===== src/rtl/fork_detector_debounced.sv =====
// fork_detector_debounced: sensor-bar fork detector with debounce, entry pulse, holdoff and saturating count
module fork_detector_debounced #(
  parameter int                N_SENS      = 4,
  parameter logic [N_SENS-1:0] IGNORE_MASK = 4'b0100,
  parameter int                ZERO_THRESH = 2,
  parameter int                DEBOUNCE    = 4,
  parameter int                HOLDOFF_CYC = 16,
  parameter int                CNT_W       = 8
) (
  input  logic              clk,
  input  logic              rst_n,
  input  logic              en,
  input  logic              clr_count,
  input  logic [N_SENS-1:0] detector_signal,
  output logic              raw_fork,
  output logic              fork_level,
  output logic              fork_pulse,
  output logic [CNT_W-1:0]  fork_count,
  output logic [1:0]        state_dbg
);
  localparam int MAXC = (DEBOUNCE > HOLDOFF_CYC) ? DEBOUNCE : HOLDOFF_CYC;
  localparam int CW   = $clog2((MAXC > 2) ? MAXC : 2);
  localparam int PW   = $clog2(N_SENS + 1);
  typedef enum logic [1:0] {IDLE = 2'd0, CONFIRM = 2'd1, ACTIVE = 2'd2, HOLDOFF = 2'd3} state_t;
  state_t              r_state, w_state_nxt;
  logic [CW-1:0]       r_cnt, w_cnt_nxt;
  logic [PW-1:0]       w_zeros;
  logic [N_SENS-1:0]   w_off;
  logic                w_match, w_enter;
  logic                r_raw, r_pulse;
  logic [CNT_W-1:0]    r_count;
  assign w_off = ~detector_signal & ~IGNORE_MASK;
  // count the non-ignored sensors that are off the line
  always_comb begin
    w_zeros = '0;
    for (int i = 0; i < N_SENS; i++) w_zeros = w_zeros + PW'(w_off[i]);
  end
  assign w_match = int'(w_zeros) >= ZERO_THRESH;
  // debounce / holdoff state machine; en low forces IDLE with a cleared counter
  always_comb begin
    w_state_nxt = r_state;
    w_cnt_nxt   = r_cnt;
    if (!en) begin
      w_state_nxt = IDLE;
      w_cnt_nxt   = '0;
    end else begin
      case (r_state)
        IDLE: if (w_match) begin
          w_state_nxt = (DEBOUNCE == 1) ? ACTIVE : CONFIRM;
          w_cnt_nxt   = (DEBOUNCE == 1) ? '0 : CW'(1);
        end
        CONFIRM: begin
          w_state_nxt = !w_match ? IDLE : (r_cnt == CW'(DEBOUNCE - 1)) ? ACTIVE : CONFIRM;
          w_cnt_nxt   = (w_state_nxt == CONFIRM) ? r_cnt + CW'(1) : '0;
        end
        ACTIVE: if (!w_match) begin
          w_state_nxt = (HOLDOFF_CYC == 0) ? IDLE : HOLDOFF;
          w_cnt_nxt   = '0;
        end
        HOLDOFF: begin
          w_state_nxt = (r_cnt == CW'(HOLDOFF_CYC - 1)) ? IDLE : HOLDOFF;
          w_cnt_nxt   = (w_state_nxt == HOLDOFF) ? r_cnt + CW'(1) : '0;
        end
        default: begin
          w_state_nxt = IDLE;
          w_cnt_nxt   = '0;
        end
      endcase
    end
  end
  assign w_enter = (w_state_nxt == ACTIVE) && (r_state != ACTIVE);
  // state, raw flag, entry pulse and saturating fork counter (clear beats increment)
  always_ff @(posedge clk or negedge rst_n) begin
    if (!rst_n) begin
      r_state <= IDLE;
      r_cnt   <= '0;
      r_raw   <= 1'b0;
      r_pulse <= 1'b0;
      r_count <= '0;
    end else begin
      r_state <= w_state_nxt;
      r_cnt   <= w_cnt_nxt;
      r_raw   <= w_match;
      r_pulse <= w_enter;
      r_count <= clr_count ? '0 : (w_enter && r_count != '1) ? r_count + CNT_W'(1) : r_count;
    end
  end
  assign raw_fork   = r_raw;
  assign fork_level = r_state == ACTIVE;
  assign fork_pulse = r_pulse;
  assign fork_count = r_count;
  assign state_dbg  = r_state;
endmodule


===== config.mk =====
export PLATFORM = sky130hd
export DESIGN_NAME = fork_detector_debounced
export DESIGN_NICKNAME = d
export VERILOG_FILES = /design/src/rtl/fork_detector_debounced.sv
export SDC_FILE = /design/constraint.sdc
export NUM_CORES = 1
export LEC_CHECK = 0
export ABC_AREA = 1
export CAP_MARGIN = 25
export CORE_MARGIN = 4
export CORE_UTILIZATION = 50
export DETAILED_ROUTE_END_ITERATION = 10
export PLACE_DENSITY = 0.77
export SYNTH_ARGS = -nofsm -noshare
export SYNTH_HDL_FRONTEND = slang
export SYNTH_SLANG_ARGS = --single-unit

===== constraint.sdc =====
create_clock -name clk -period 2.1 [get_ports clk]
set_clock_uncertainty 0.05 [all_clocks]
set_input_delay 0.21 -clock clk [delete_from_list [all_inputs] [get_ports clk]]
set_output_delay 0.21 -clock clk [all_outputs]
set_load 0.03 [all_outputs]

==> impl_results.md <==
* Slew Viols, Final at 0
* Post-CTS Setup Inserts at 0
* Pre-CTS setup slack at 0.0299 ns
* Ys Warns at 0
* Worst VDD drop at 505 uV
* Fmax achieved at 515 MHz
* Area grow syn2layout at 25.3%
* Routed wire per std cell at 11.0 um
* Hold buffers post-CTS at 0
* Synthesized area at 1010 um^2
* Max cap viols at 0
* Clk pin slew, worst setup/hold paths at 0.09 ns
* Routed vias/inst at 5.04
* Worst Setup Slack, final at 0.158 ns
* Input/output buffers at 19
* Synthesized netlist cell count at 136
* Iter 0 DRT Violations at 16
* Most frequent cell after synthesis: nand2_1
* CTS Sinks at 16
* Die Wd at 53.0 um
* Root buf cell: clkbuf_4
* Worst Hold Class: in2async
* PD cells at 656 nW/um^2
* Kind of critical path: reg2out
* Leading area contributor after synthesis: dfrtp_1
* Async SR Flop Fraction at 100%
* Boundary Pins at 21
* RD Place Congestion at 0.928
* Post-CTS Resized at 0
* Starting Density at 52.2%
* Worst-Skew Late Latency at 0.27 ns
* RSZ-0062 raised after global routing: no
* Lkg Pwr at 0.625 nW
* Required time worst endpoint at 1.84 ns
* Worst slew margin at 75.6%
* HPWL Detailed at 1.61 mm
* Die area at 2810 um^2
* Fillers at 183
* Number of global-route vias before repair at 892
* Tcrit/Tclk final at 92.5%
* DRC viols at 0
* Worst-path fanout max at 7
* Via Count at 937
* Average size of a mapped cell at 7.45 um^2
* Worst EP arrival at 1.68 ns
* TNS Setup at 0 ns
* CP endpoint kind: output pin
* Syn_nets at 147
* Seq/Total Area, Yosys at 39.5%
* Total Nets Final at 172
* Worst setup SP type: register
* Cell Rows at 16
* First-pass GRT wire length at 3.77 mm
* Worst r2r path cells at 10
* Die Span Y at 53.0 um
* Antenna violations before repair at 0
* Yosys cell types at 21
* Proportion of layout cells with a drive suffix above 1 at 14.5%
* Bufs on Longest Clock Path at 2
* Post-synth top area share at 39.5%
* Grt total ovfl at 0
* Post-synth EDFFs at 0
* Wirelength, routed at 2.05 mm
* Total CTS buffers at 3
* Post-synth top cells: 31 x nand2_1, 20 x nand3_1, 16 x dfrtp_1
* Synth Flop Type: dfrtp_1
* Inserted Diodes at 0
* Core area at 1940 um^2
* Final ANT Viol Nets at 0
* CTS tree: built
* H-tree levels at 1
* Tmin final at 1.94 ns
* Largest net degree at the start of global routing at 17
* Status: complete, no violations
* FF+latch count, synth at 16
* Tot GR Track Use at 18.2%
* DR pass1 iterations at 4
* Final Hold Fails at 0
* Final Setup Violations at 0
* Slew at the pin closest to its max-slew limit at 0.364 ns
* Main area contributors after synthesis: dfrtp_1 40%, nand2_1 11%, nand3_1 9.9%, nand2_2 6.8%, nor2_1 5.6%
registers in the layout, summed over array words and instances, names as in the netlist:
name / count
r_cnt: 4
fork_pulse: 1
fork_count: 8
raw_fork: 1
state_dbg: 2
cell families after synthesis:
family	Yosys count	synth area share [%]
xor+xnor	6	5.19
simple gates	86	41.4
compound gates	5	2.72
flops	16	39.5
buf+inv	20	7.53
fa+ha+maj	3	3.70
worst max-delay path, cell delays in order (launching register included):
cell and delay, ns:
dfrtp_1 0.47, inv_2 0.05, nor2_2 0.18, clkdlybuf4s50_1 0.71
worst paths after layout:
check                      slack, ns    startpoint             to
setup / recovery                0.16  state_dbg[1]     fork_level
hold / removal                  0.20         rst_n   state_dbg[0]
setup reg to reg                0.39      r_cnt[0]  fork_count[6]
hold reg to reg                 0.52      r_cnt[1]       r_cnt[1]
max in group asynchronous       1.62         rst_n  fork_count[0]
min in group clk                0.52      r_cnt[1]       r_cnt[1]
power breakdown:
| group | leakage, nW | total (W) | internal [W] | switching, W |
|---|---|---|---|---|
| combinational | 0.395 | 0.000302 | 0.000114 | 0.000188 |
| sequential | 0.216 | 0.000376 | 0.000337 | 0.0000390 |
| clock | 0.0138 | 0.000155 | 0.0000663 | 0.0000887 |
stage by stage:
stage	hold slack, ns	cells	power, W	util (%)	area (um^2)
finish	0.202	186	0.000833	65.4	1270
CTS	0.203	186	0.000845	65.4	1270
floorplan	-0.136	136	0.000577	-	1010
global placement	0.492	183	0.000680	64.2	1250
detailed placement	0.501	183	0.000687	64.2	1250
global route	0.204	186	0.000904	65.4	1270
layout by cell type, fill, tap and decap left out:
cell type and count:
xnor2_1 1, nor3_1 3, clkinv_1 2, a22oi_1 1, xor2_1 5, a21oi_1 1, inv_1 14, inv_2 3
nand3_1 20, clkbuf_4 3, nand4_1 2, nand2_2 11, o21ai_0 1, nand3_4 1, clkdlybuf4s50_1 19, nand2_8 1
ha_1 3, nand2_1 31, dfrtp_1 16, o21ai_1 2, nor2_1 15, buf_4 2, nor2_2 2
routing by layer:
metal / GRT usage [%] / up-vias / wire length [um]
li1: - / 478 / -
met1: 23.1 / 436 / 951
met2: 30.4 / 21 / 994
met3: 3.66 / 2 / 98
met4: 6.38 / 0 / 10
met5: 0 / - / 0
area by class of cell:
type	count	area [um^2]	area share, %
repair buffers	21	205	16.2
clock buffers	3	22.5	1.77
flip-flops and latches	16	400	31.5
inverters	19	71.3	5.62
multi-input cells	100	537	42.3
well taps	27	33.8	2.66
Note: power is estimated with default switching activity, not from simulation.
==> RTL change 1 (same flow settings) <==
The parameter `DEBOUNCE` goes from 4 to 2.
--- a/src/rtl/fork_detector_debounced.sv
+++ b/src/rtl/fork_detector_debounced.sv
@@ -3,7 +3,7 @@
   parameter int                N_SENS      = 4,
   parameter logic [N_SENS-1:0] IGNORE_MASK = 4'b0100,
   parameter int                ZERO_THRESH = 2,
-  parameter int                DEBOUNCE    = 4,
+  parameter int                DEBOUNCE    = 2,
   parameter int                HOLDOFF_CYC = 16,
   parameter int                CNT_W       = 8
 ) (
Check against the original RTL: not equivalent (Yosys sat finds a counterexample within 4 cycles, from zero or initial values and one cycle with rst_n low).
==> RTL change 1 against the original RTL <==
Clock power increased by 33%; via count up 0.11%; first-iteration DRC count is 50% higher; wire length is 2.7% higher; design area up 3.5%; setup slack improved by 0.013 ns; die area rose by 2.6%; highest routed layer unchanged; sequential cell count unchanged; area after synthesis increased by 3.1%; register-to-register slack improved by 0.06 ns; largest cell class unchanged; total power rose by 12%.
==> RTL change 1: results (changes against the original RTL) <==
set qor(run_status) {finished, final reports clean} ;# unchanged
set qor(clock_buffer_count) 4 ;# was 3
set qor(grt_pass1_vias) 877 ;# was 892
set qor(dpl_worst_slack_ns) 0.0649 ;# was 0.0299 ns
set qor(drt-initial-drc-count) 24 ;# was 16
set qor(clk-insertion-delay-late_ns) 0.29 ;# was 0.27 ns
set qor(finalCritPeriodShare_pct) 91.9 ;# was 92.5%
set qor(synth_cell_type_count) 25 ;# was 21
set qor(met2RoutedLength_um) 1010 ;# was 994 um
set qor(synth-seq-area-share_pct) 38.3 ;# was 39.5%
set qor(vias) 938 ;# was 937
set qor(final_nets) 173 ;# was 172
set qor(use_met1_pct) 19.6 ;# was 23.1%
set qor(rows) 16 ;# unchanged
set qor(detailed_place.area_sq_mm) 0.00128 ;# was 0.00125 sq mm
set qor(globalRouteMet3Util_pct) 2.49 ;# was 3.66%
set qor(first_pass_grt_wire_length_um) 3550 ;# was 3770 um
set qor(buffer_area_share_pct) 15.6 ;# was 16.2%
set qor(wirelength_met1_um) 940 ;# was 951 um
set qor(yosys-top-cells-area) {sky130_fd_sc_hd__dfrtp_1 38%, sky130_fd_sc_hd__nand2_1 12%, sky130_fd_sc_hd__nand3_1 7.2%} ;# was sky130_fd_sc_hd__dfrtp_1 40%, sky130_fd_sc_hd__nand2_1 11%, sky130_fd_sc_hd__nand3_1 9.9%
set qor(critical-path-max-stage-delay_ns) 0.69 ;# was 0.71 ns
set qor(ir_worst_vdd_mv) 0.508 ;# was 0.505 mV
set qor(layout.filler_cells) 171 ;# was 183
set qor(area_share_clock_buf_inv_pct) 2.76 ;# was 1.77%
set qor(routability_congestion) 0.798 ;# was 0.928
set qor(actual_slew_at_the_worst_max_slew_pin_ns) 0.355 ;# was 0.364 ns
set qor(synth.net_count) 148 ;# was 147
set qor(grt.total_usage_pct) 17.5 ;# was 18.2%
set qor(critical_path_peak_fanout) 6 ;# was 7
set qor(seq_area_sq_um) 400 ;# unchanged
set qor(routed_wirelength_um) 2110 ;# was 2050 um
set qor(grt_util_met2_pct) 30.0 ;# was 30.4%
set qor(ys_top_cells_by_count) {33 x sky130_fd_sc_hd__nand2_1, 16 x sky130_fd_sc_hd__dfrtp_1, 16 x sky130_fd_sc_hd__inv_1} ;# was 31 x sky130_fd_sc_hd__nand2_1, 20 x sky130_fd_sc_hd__nand3_1, 16 x sky130_fd_sc_hd__dfrtp_1
set qor(post-dp-hpwl_um) 1630 ;# was 1610 um
set qor(power_leakage_nw) 0.646 ;# was 0.625 nW
set qor(multi_input_area_share_pct) 43.1 ;# was 42.3%
==> RTL change 1: changes by cell type after synthesis, sizes merged <==
cell   before  now
nand3      21   16
nand2      43   46
a21oi       1    2
ha          3    4
nand4       2    1
nor2       17   16
nor3b       0    1
o22ai       0    1
xnor2       1    2
xor2        5    4
==> RTL change 1: worst register-to-register path: stages, from the launching register on <==
cell	delay [ns]
sky130_fd_sc_hd__dfrtp_1	0.43
sky130_fd_sc_hd__ha_1	0.25
sky130_fd_sc_hd__nand3_1	0.11
sky130_fd_sc_hd__nor2_1	0.06
sky130_fd_sc_hd__nor2_2	0.09
sky130_fd_sc_hd__nand2_2	0.09
sky130_fd_sc_hd__nor2_4	0.10
sky130_fd_sc_hd__nand3_4	0.15
sky130_fd_sc_hd__nand2_8	0.15
sky130_fd_sc_hd__nand2_2	0.05
sky130_fd_sc_hd__nand2_1	0.06
==> RTL change 1: per-stage QoR <==
step                      utilization (%)  power, W  hold slack [ns]  instances
after floorplan                         -  0.000618           -0.136        136
after global placement               64.5  0.000726            0.494        183
after detailed placement             64.5  0.000737            0.495        183
after CTS                            66.4  0.000949            0.178        187
after global routing                 66.4  0.000997            0.195        187
final                                66.4  0.000934            0.181        187
==> RTL change 1: kinds of logic after synthesis <==
| group | share of synthesized area [%] |
|---|---|
| xor gates and xnor gates | 5.03 |
| DFF | 38.3 |
| buffers and inverters | 7.42 |
| and+or+nand+nor | 40.7 |
| adders and majority gates | 4.79 |
| AOI/OAI and AO/OA | 3.71 |
==> RTL change 1: where the power goes <==
part,switching (W),total (W),internal [W]
Clock,0.000100,0.000206,0.000106
Sequential,0.0000397,0.000378,0.000338
Combinational,0.000217,0.000350,0.000133
Total,0.000357,0.000934,0.000577
==> RTL change 2 (same settings) <==
Made on the original files. Reset style: synchronous (`rst_n`), changed in one clocked block.
--- a/src/rtl/fork_detector_debounced.sv
+++ b/src/rtl/fork_detector_debounced.sv
@@ -70,7 +70,7 @@
   end
   assign w_enter = (w_state_nxt == ACTIVE) && (r_state != ACTIVE);
   // state, raw flag, entry pulse and saturating fork counter (clear beats increment)
-  always_ff @(posedge clk or negedge rst_n) begin
+  always_ff @(posedge clk) begin
     if (!rst_n) begin
       r_state <= IDLE;
       r_cnt   <= '0;
Behaviour: differs if rst_n is asserted again (counterexample within 4 cycles, from zero or initial values and one cycle with rst_n low); with rst_n held inactive, the same outputs for 10 cycles.
==> RTL change 2 against the original RTL <==
Wire length is 6.4% lower; critical path depth is 9 higher; via count is 0.53% higher; design area is 5.8% lower; sequential share of layout area is 4.7 points lower; utilization is 3.9 points higher; count of clock-buffer cells in the layout is 1 higher; sequential cell count stayed put; setup slack better by 0.062 ns; area after synthesis is 9.6% lower; critical endpoint is now fork_count[0]$_SDFFE_PP0P_; largest cell class unchanged; highest routed layer unchanged.
Power is not compared: it rests on default switching activity, and its combinational part moved more than twofold at a synthesized area within 25%.
==> RTL change 2: results (changes against the original RTL) <==
set qor(run_status) {finished, final reports clean} ;# unchanged
set qor(routability_congestion) 0.852 ;# was 0.928
set qor(layout.filler_cells) 157 ;# was 183
set qor(synth_cell_type_count) 20 ;# was 21
set qor(setup.worst_path.end) {fork_count[0]$_SDFFE_PP0P_} ;# was fork_level
set qor(critical_path.slowest_cell) {sky130_fd_sc_hd__clkdlybuf4s50_1} ;# unchanged
set qor(crit_path_launch) {detector_signal[0]} ;# was state_dbg[1]$_DFF_PN0_
set qor(critical-path-max-stage-delay_ns) 0.45 ;# was 0.71 ns
set qor(power_leakage_nw) 0.521
set qor(grt_antenna_before_repair) 0 ;# unchanged
set qor(ys_async_sr_fraction_pct) 0 ;# was 100%
set qor(ys_top_cells_by_count) {35 x sky130_fd_sc_hd__nand2_1, 31 x sky130_fd_sc_hd__nor2_1, 22 x sky130_fd_sc_hd__inv_1} ;# was 31 x sky130_fd_sc_hd__nand2_1, 20 x sky130_fd_sc_hd__nand3_1, 16 x sky130_fd_sc_hd__dfrtp_1
set qor(clk-insertion-delay-late_ns) 0.29 ;# was 0.27 ns
set qor(hp-class) {flip-flop to flip-flop} ;# was input pin to asynchronous set/reset pin
set qor(final_nets) 181 ;# was 172
set qor(number_of_cell_instances_on_the_worst_register_to_register_path) 8 ;# was 10
set qor(worstReg2RegEnd) {fork_count[7]$_SDFFE_PP0P_} ;# was fork_count[6]$_DFFE_PN0P_
set qor(worstReg2RegStart) {fork_count[0]$_SDFFE_PP0P_} ;# was r_cnt[0]$_DFFE_PN0P_
set qor(grt_pass1_vias) 850 ;# was 892
set qor(grt.total_usage_pct) 16.6 ;# was 18.2%
set qor(yosys-top-cells-area) {sky130_fd_sc_hd__dfxtp_1 35%, sky130_fd_sc_hd__nand2_1 14%, sky130_fd_sc_hd__nor2_1 13%} ;# was sky130_fd_sc_hd__dfrtp_1 40%, sky130_fd_sc_hd__nand2_1 11%, sky130_fd_sc_hd__nand3_1 9.9%
set qor(final_layout_size_suffix_gt1_share_pct) 12.4 ;# was 14.5%
set qor(actual_slew_at_the_worst_max_slew_pin_ns) 0.548 ;# was 0.364 ns
set qor(first_pass_grt_wire_length_um) 3270 ;# was 3770 um
set qor(detail_route.vias_per_cell) 4.86 ;# was 5.04
set qor(drt-initial-drc-count) 13 ;# was 16
set qor(critical_path_peak_fanout) 8 ;# was 7
set qor(routed_wirelength_um) 1920 ;# was 2050 um
set qor(post-dp-hpwl_um) 1540 ;# was 1610 um
set qor(post_cts.repair.setup_buffers) 0 ;# unchanged
## RTL change 2: final cells by class
type                       count  area, sq um  share of cell area, %
multi-input combinational    101          497                   41.5
sequential                    16          320                   26.8
timing repair buffer          22          213                   17.8
inverter                      26         98.8                   8.26
clock buffer                   4         36.3                   3.03
tap                           25         31.3                   2.62
## RTL change 2: power groups by stage
stage	registers [W]	clock network (W)	logic [W]
2_1_floorplan	0.000329	0	0.0000508
3_3_place_gp	0.000321	0	0.0000931
3_5_place_dp	0.000321	0	0.0000954
4_1_cts	0.000314	0.000216	0.0000960
5_1_grt	0.000316	0.000231	0.000105
6_report	0.000314	0.000206	0.0000954
## RTL change 2: metrics by stage
stage	setup slack, ns	total power [W]	std cells	setup TNS (ns)	instance area (sq um)
after floorplan	0.157	0.000380	143	0	916
after global routing	0.0339	0.000651	194	0	1200
final	0.219	0.000616	194	0	1200
after global placement	-0.0399	0.000414	190	-0.114	1160
after CTS	0.213	0.000626	194	0	1200
after detailed placement	-0.0830	0.000417	190	-0.452	1160
## RTL change 2: layer usage
metal,wire (um),track usage [%]
met1,855,17.2
met2,972,30.0
met3,77,4.15
met4,17,8.97
met5,0,0
## RTL change 2: worst max-delay path: cells and delay by family
family                   cells  cell delay [ns]
AO/OA/AOI/OAI                1             0.21
adder cells (fa/ha/maj)      1             0.27
AND/OR/NAND/NOR              7             0.77
buffers and inverters        3             0.59
## RTL change 2: logic make-up (layout without fill, tap and decap cells)
| logic type | Yosys count | count (layout) | share of synthesized area [%] |
|---|---|---|---|
| and+or+nand+nor | 86 | 86 | 41.5 |
| buffers and inverters | 26 | 52 | 10.8 |
| DFF | 16 | 16 | 35.0 |
| AOI/OAI and AO/OA | 11 | 11 | 7.65 |
| adders and majority gates | 3 | 3 | 4.10 |
| xor gates and xnor gates | 1 | 1 | 0.956 |
## RTL change 2: how the worst min path moves through the flow
stage	end	depth (start not counted)	slack [ns]	start
after detailed placement	r_cnt[1]$_SDFFE_PN0P_	2	0.43	r_cnt[1]$_SDFFE_PN0P_
after global placement	r_cnt[1]$_SDFFE_PN0P_	2	0.42	r_cnt[1]$_SDFFE_PN0P_
after global routing	r_cnt[3]$_SDFFE_PN0P_	2	0.49	r_cnt[3]$_SDFFE_PN0P_
after floorplan	fork_pulse$_SDFF_PN0_	2	0.33	rst_n
final	r_cnt[1]$_SDFFE_PN0P_	2	0.45	r_cnt[1]$_SDFFE_PN0P_
after CTS	r_cnt[1]$_SDFFE_PN0P_	2	0.45	r_cnt[1]$_SDFFE_PN0P_
